`config.mk`:
```
export PLATFORM = sky130hd
export DESIGN_NAME = pixel_packer
export DESIGN_NICKNAME = d
export VERILOG_FILES = /design/src/rtl/pixel_packer.sv
export SDC_FILE = /design/constraint.sdc
export NUM_CORES = 1
export LEC_CHECK = 0
export ABC_AREA = 1
export CORE_ASPECT_RATIO = 0.8
export CORE_MARGIN = 2
export CORE_UTILIZATION = 58
export CTS_BUF_LIST = sky130_fd_sc_hd__clkbuf_4 sky130_fd_sc_hd__clkbuf_8 sky130_fd_sc_hd__clkbuf_16
export DETAILED_ROUTE_END_ITERATION = 6
export PLACE_DENSITY_LB_ADDON = 0.1
export SLEW_MARGIN = 10
export SYNTH_ARGS = -nofsm -noshare
export SYNTH_HDL_FRONTEND = slang
export SYNTH_SLANG_ARGS = --single-unit
```
`constraint.sdc`:
```
create_clock -name clk -period 2.2 [get_ports clk]
set_input_delay 0.44 -clock clk [delete_from_list [all_inputs] [get_ports clk]]
set_output_delay 0.44 -clock clk [all_outputs]
set_load 0.01 [all_outputs]
```
`src/rtl/pixel_packer.sv`:
```
// Pixel packer: gathers 8-bit filtered pixels into little-endian 32-bit words and
// presents them, with incrementing byte addresses, on a valid/ready write port.
// One frame of IMG_W*IMG_H pixels is packed per accepted start pulse.
//
// Ports:
//   clk        rising-edge clock
//   rst_n      asynchronous active-low reset
//   start      one-cycle frame-start pulse (honoured in idle only)
//   base_addr  frame byte base address, captured on accepted start
//   pix_valid  pixel present          pix_data  pixel value
//   pix_ready  pixel accepted this cycle
//   wr_valid   write word present     wr_ready  sink accepts word
//   wr_addr    word byte address      wr_data   packed word
//   busy       frame in progress      done      one-cycle frame-complete pulse
module pixel_packer #(
  parameter int unsigned IMG_W = 640,
  parameter int unsigned IMG_H = 480
) (
  input  logic        clk,
  input  logic        rst_n,
  input  logic        start,
  input  logic [31:0] base_addr,
  input  logic        pix_valid,
  input  logic [7:0]  pix_data,
  output logic        pix_ready,
  output logic        wr_valid,
  input  logic        wr_ready,
  output logic [31:0] wr_addr,
  output logic [31:0] wr_data,
  output logic        busy,
  output logic        done
);

  localparam int unsigned Total = IMG_W * IMG_H;
  // Counter holds the index of the next pixel, 0 .. Total-1.
  localparam int unsigned CntW = (Total > 1) ? $clog2(Total) : 1;
  localparam logic [CntW-1:0] LastIdx = CntW'(Total - 1);

  typedef enum logic [1:0] {StIdle, StRun, StDrain, StDone} state_e;

  state_e          state_q, state_d;
  logic [31:0]     base_q, base_d;
  logic [31:0]     off_q, off_d;
  logic [CntW-1:0] cnt_q, cnt_d;
  logic [1:0]      idx_q, idx_d;
  logic [23:0]     pack_q, pack_d;
  logic            wr_valid_q, wr_valid_d;
  logic [31:0]     wr_addr_q, wr_addr_d;
  logic [31:0]     wr_data_q, wr_data_d;

  logic [31:0] word;
  logic        last_pix;
  logic        word_end;
  logic        pix_xfer;

  always_comb begin
    state_d    = state_q;
    base_d     = base_q;
    off_d      = off_q;
    cnt_d      = cnt_q;
    idx_d      = idx_q;
    pack_d     = pack_q;
    wr_valid_d = wr_valid_q;
    wr_addr_d  = wr_addr_q;
    wr_data_d  = wr_data_q;

    // Collected bytes above the current index are always zero, so a short
    // final word comes out with its unused upper bytes cleared.
    word = {8'h00, pack_q};
    word[{idx_q, 3'b000} +: 8] = pix_data;

    last_pix = (cnt_q == LastIdx);
    word_end = (idx_q == 2'd3) || last_pix;

    // Stall only the pixel that would need the output register while it is
    // still occupied by a word the sink has not taken.
    pix_ready = (state_q == StRun) && !(word_end && wr_valid_q && !wr_ready);
    pix_xfer  = pix_valid && pix_ready;

    if (wr_valid_q && wr_ready) begin
      wr_valid_d = 1'b0;
    end

    case (state_q)
      StIdle: begin
        if (start) begin
          state_d = StRun;
          base_d  = base_addr;
          off_d   = 32'd0;
          cnt_d   = '0;
          idx_d   = 2'd0;
          pack_d  = 24'd0;
        end
      end
      StRun: begin
        if (pix_xfer) begin
          cnt_d  = cnt_q + CntW'(1);
          idx_d  = idx_q + 2'd1;
          pack_d = word[23:0];
          if (word_end) begin
            // Overrides the drain above when the old word leaves this cycle.
            wr_valid_d = 1'b1;
            wr_addr_d  = base_q + off_q;
            wr_data_d  = word;
            off_d      = off_q + 32'd4;
            idx_d      = 2'd0;
            pack_d     = 24'd0;
          end
          if (last_pix) begin
            state_d = StDrain;
          end
        end
      end
      StDrain: begin
        if (!wr_valid_q || wr_ready) begin
          state_d = StDone;
        end
      end
      StDone: begin
        state_d = StIdle;
      end
      default: begin
        state_d = StIdle;
      end
    endcase
  end

  always_ff @(posedge clk or negedge rst_n) begin
    if (!rst_n) begin
      state_q    <= StIdle;
      base_q     <= 32'd0;
      off_q      <= 32'd0;
      cnt_q      <= '0;
      idx_q      <= 2'd0;
      pack_q     <= 24'd0;
      wr_valid_q <= 1'b0;
      wr_addr_q  <= 32'd0;
      wr_data_q  <= 32'd0;
    end else begin
      state_q    <= state_d;
      base_q     <= base_d;
      off_q      <= off_d;
      cnt_q      <= cnt_d;
      idx_q      <= idx_d;
      pack_q     <= pack_d;
      wr_valid_q <= wr_valid_d;
      wr_addr_q  <= wr_addr_d;
      wr_data_q  <= wr_data_d;
    end
  end

  assign wr_valid = wr_valid_q;
  assign wr_addr  = wr_addr_q;
  assign wr_data  = wr_data_q;
  assign busy     = (state_q != StIdle);
  assign done     = (state_q == StDone);

endmodule
```
Yosys cells after proc, flatten, opt, wreduce, memory -nomap -nowiden
Index checks and enable logic that the tools add are counted.
{"block": "word_totals", "mem_count": 0, "inputBits": 45, "latch_bits": 0, "mem_bits_ro": 0, "output_inout_bits": 68, "regBits": 176, "ram_bits": 0}
{"block": "classes", "bitwise_logic": 0, "magnitude_cmp": 0, "div": 0, "mux": 25, "addsub": 5, "n_reduce_logical": 18, "mul": 0, "shift": 2, "eq_ne": 10}
{"cell": "32-bit two-way mux", "count": 3}
{"cell": "24-bit two-way mux", "count": 3}
{"cell": "32-bit case mux with 2 select lines", "count": 1}
{"cell": "24-bit case mux with 2 select lines", "count": 1}
{"cell": "19-bit two-way mux", "count": 2}
{"cell": "19-bit case mux with 2 select lines", "count": 1}
{"cell": "32-bit by 3-bit adder with 32-bit output, second input constant", "count": 1}
{"cell": "32-bit adder", "count": 1}
{"cell": "32-bit bitwise mux", "count": 1}
{"cell": "8-bit by 7-bit variable shift with 32-bit output, first input constant", "count": 1}
{"cell": "8-bit by 7-bit variable part select with 32-bit output", "count": 1}
{"cell": "19-bit by 1-bit adder with 19-bit output, second input constant", "count": 1}
{"cell": "19-bit == test, second input constant", "count": 1}
{"cell": "2-bit two-way mux", "count": 7}
{"cell": "2-bit inequality test, second input constant", "count": 5}
{"cell": "2-bit case mux with 4 select lines", "count": 1}
{"cell": "4-bit AND reduction", "count": 2}
{"cell": "5-bit negation with 7-bit output", "count": 1}
{"cell": "2-bit == test, second input constant", "count": 3}
{"cell": "3-bit AND reduction", "count": 2}
{"cell": "1-bit logical AND", "count": 5}
{"cell": "1-bit two-way mux", "count": 4}
{"cell": "2-bit case mux with 2 select lines", "count": 1}
{"cell": "2-bit nonzero test", "count": 2}
{"cell": "6 further kinds", "count": 9}

Logic depth before layout (Yosys ltp)
{"block": "logic_depth", "word_depth": 9, "depth_mapped": 13}

Least setup slack after synthesis
Ideal clock, no wire load.
{"block": "synth_path", "kind": "register to output", "startpoint": "reg state_q[1]", "endpoint": "out pix_ready", "arrival_ns": 1.573, "slack_ns": 0.187, "t_required_ns": 1.760, "path_stages_with_launch": 8, "path_cell_list": "dfrtp_1 > inv_1 > ha_1 > buf_2 > inv_1 > clkbuf_1 > clkbuf_1 > a21oi_1"}
{"block": "synth_via", "elab_chain_len": 2}
{"item": "from (decl)", "line": "41", "source": "state_e state_q, state_d;"}
{"item": "from (signal assigned)", "line": "130", "source": "state_q <= StIdle;"}
{"item": "from (signal assigned)", "line": "140", "source": "state_q <= state_d;"}
{"item": "2-bit by 1-bit == test with 1-bit output", "line": "77", "source": "pix_ready = (state_q == StRun) && !(word_end && wr_valid_q && !wr_ready);"}
{"item": "1-bit logical AND", "line": "77"}
{"item": "to (decl)", "line": "25", "source": "output logic pix_ready,"}
No other way between the ends.

Final worst setup path
{"block": "layout_path", "startpoint": "reg cnt_q[6]", "endpoint": "out pix_ready"}
{"block": "layout_via", "elab_chain_len": 6}
{"item": "from (decl)", "line": "44", "source": "logic [CntW-1:0] cnt_q, cnt_d;"}
{"item": "from (signal assigned)", "line": "143", "source": "cnt_q <= cnt_d;"}
{"item": "19-bit == test", "line": "72", "source": "last_pix = (cnt_q == LastIdx);"}
{"item": "1-bit logical OR", "line": "73", "source": "word_end = (idx_q == 2'd3) || last_pix;"}
{"item": "1-bit logical AND (2 in series)", "line": "77"}
{"item": "1-bit zero test", "line": "77"}
{"item": "1-bit logical AND", "line": "77"}
No other way between the ends.

==> flow_summary.ini <==
[floorplan]
initial_core_util = 0.594
die_area_sq_um = 19800
design.core.area_sq_um = 18200
fp.dieH_um = 126
rows = 44
pin_count = 113
die_w_um = 157

[route]
via_count = 10500
route.detailed.drc = 0
avgRoutedWirePerCell_um = 15.8
drt_wl_total_um = 30100
first_pass_iters = 5
viasPerCell = 5.51
ant_nets = 0
drtIter0Drc = 1084

[worst_setup_path]
crit_family = simple AND/OR/NAND/NOR gates
critical_path.slowest_cell = dfrtp_1
critPathKind = reg2out
end_kind = output pin
crit_path_max_fanout = 4
arrival_ns = 1.64
startpoint_type = flip-flop
crit_chain = nand2_1, inv_1, nand2_1, nor2_4, nand3_2, nand2_2, a21oi_2, clkbuf_2
slowest_delay_ns = 0.42
required_ns = 1.76
crit_path_frequent_cell = nand2_1
crit_buf_inv = 2

[logic_synthesis]
synth.avg_cell_area_sq_um = 7.21
yosysWarnings = 0
yosysMostFrequentCell = nand2_1
syn_area_sq_um = 10800
synth_commonest_cells = nand2_1, nor2_1, dfrtp_1
synth_ff_type = dfrtp_1
yosys.area.top_type = dfrtp_1
syn-num-nets = 1587
yosysTopAreaCellShare = 0.402
netlist_instances = 1501
synthArstFlopShare = 1.00
yosys_register_bits = 174
synth.yosys.seq_area_share = 0.402
synth_edf_count = 0
synthDistinctLibCells = 37
netlist_top_cells_area = dfrtp_1, nand2_1, nor2_1

[cells_and_area]
fin_cells = 1911
n_antenna_cell = 0
fillers = 1531
nets = 1731
syn2layout_area_growth_pct = 22.2
layout-drive-gt1-share = 0.0935
fin_util = 0.726

[power]
cellPowerDensity_nw_per_um2 = 965
p_leak_nw = 6.38
peakVddDrop_mv = 0.851
p_total_mw = 12.8

[cts]
clkTransAtPathRegs_ns = 0.07
cts-root-buf = clkbuf_16
cts_max_path_buffers = 2
htree_levels = 4
worstSkewPairLatency_ns = 0.44
cts_inserted_buffers = 17
clock-sinks = 174
cts_tree = done

[timing]
worstMarginPinSlew_ns = 0.589
rsz0062_at_grt = false
finalClockSkew_ns = 0.0140
fin_crit_sh = 0.947
setup_violations = 0
finalMaxSlewViolations = 0
min_period_ns = 2.08
max_freq_ghz = 0.480
finalHoldViolCount = 0
slew_headroom = 0.605

[grt]
grt_pass1_vias = 9444
grt_overflow = 0
grt_pass1_wl_um = 49100
grt_start_max_net_pins = 79
antenna_found_initial = 0
grtUsageTotal = 0.314

[flow_run]
maxCapViolCount = 0

[placement]
dpl.hpwl_um = 22100
io_buffer_count = 112
gp_congestion = 0.932
dp_cells = 1871

[hold_path]
hp-class = reg2reg

[status]
status = finished, final reports clean
## stage by stage
step           hold WS (ns)  cell area, sq um  setup WS (ns)  TNS, ns
2_1_floorplan         0.144             10800          0.187        0
3_3_place_gp          0.407             12500        -0.0217  -0.0217
3_5_place_dp          0.409             12500         0.0142        0
4_1_cts               0.477             13100        -0.0759  -0.0759
5_1_grt               0.506             13200        0.00390        0
6_report              0.475             13200          0.116        0
## per-layer routing
| layer | part of all wire | global-route usage |
|---|---|---|
| met2 | 0.42 | 0.450 |
| met4 | 0.011 | 0.0648 |
| met5 | 0 | 0 |
| met1 | 0.49 | 0.502 |
| met3 | 0.075 | 0.0471 |
## registers in the layout, summed over array words and instances, names as in the netlist
signal	flops
base_q	32
wr_addr	32
wr_data	32
off_q	30
pack_q	24
cnt_q	19
idx_q	2
state_q	2
wr_valid	1
## cell type report
type / count / area (sq um) / area share
multi-input cells: 1117 / 5650 / 0.427
flip-flops and latches: 174 / 4350 / 0.329
repair buffers: 178 / 1710 / 0.130
inverters: 157 / 589 / 0.0445
clock buffers: 17 / 425 / 0.0322
well taps: 253 / 317 / 0.0239
clock inverters: 15 / 178 / 0.0134
## layout by cell type, fill, tap and decap left out, drive strengths merged, types with 29 or more instances in the layout
cell type      instances
a21oi                 34
buf                   66
clkdlybuf4s50        109
dfrtp                174
ha                    41
inv                  164
mux2                  32
nand2                507
nand3                110
nand4                 49
nor2                 182
o21ai                 70
xnor2                 29
## power by group
group          total [mW]  internal (mW)  switching [mW]  leakage (nW)
Combinational        5.37           2.05            3.32          3.73
Clock                3.14           1.72            1.42         0.296
Sequential           4.26           3.84           0.427          2.35
Total                12.8           7.60            5.17          6.38
## repair_timing
| action | 4_1_cts | 5_1_grt |
|---|---|---|
| resized for setup | 3 | 13 |
| hold endpoints to repair | 44 | 0 |
| setup endpoints to repair | 2 | 56 |
| buffers inserted | 1 | 5 |
| pin swaps | 0 | 1 |
| gates cloned | 0 | 1 |
| hold buffers | 1 | 0 |
## worst reg2reg max path: cells and delay by family, from the launching register on
kind	cells	cell delay, ns
compound gates	3	0.71
fa+ha+maj	1	0.38
flops	1	0.41
simple gates	5	0.48
## final timing paths
kind / slack (ns) / depth (start not counted) / end / start
worst max register to register: 0.12 / 9 / wr_addr[31] / base_q[14]
max in group asynchronous: 0.91 / 3 / base_q[19] / rst_n
worst max-delay path: 0.12 / 8 / pix_ready / cnt_q[6]
worst min register to register: 0.48 / 2 / pack_q[8] / pack_q[8]
worst min-delay path: 0.48 / 2 / pack_q[8] / pack_q[8]
min in group asynchronous: 0.50 / 2 / wr_data[22] / rst_n
## logic make-up after synthesis
logic type	share of synthesized area
other	0.000346
buffers and inverters	0.0808
AO/OA/AOI/OAI	0.0701
flip-flops	0.402
XOR/XNOR	0.0324
AND/OR/NAND/NOR	0.333
multiplexers	0.0333
adder cells (fa/ha/maj)	0.0474
Power figures use the tool's default switching activity.
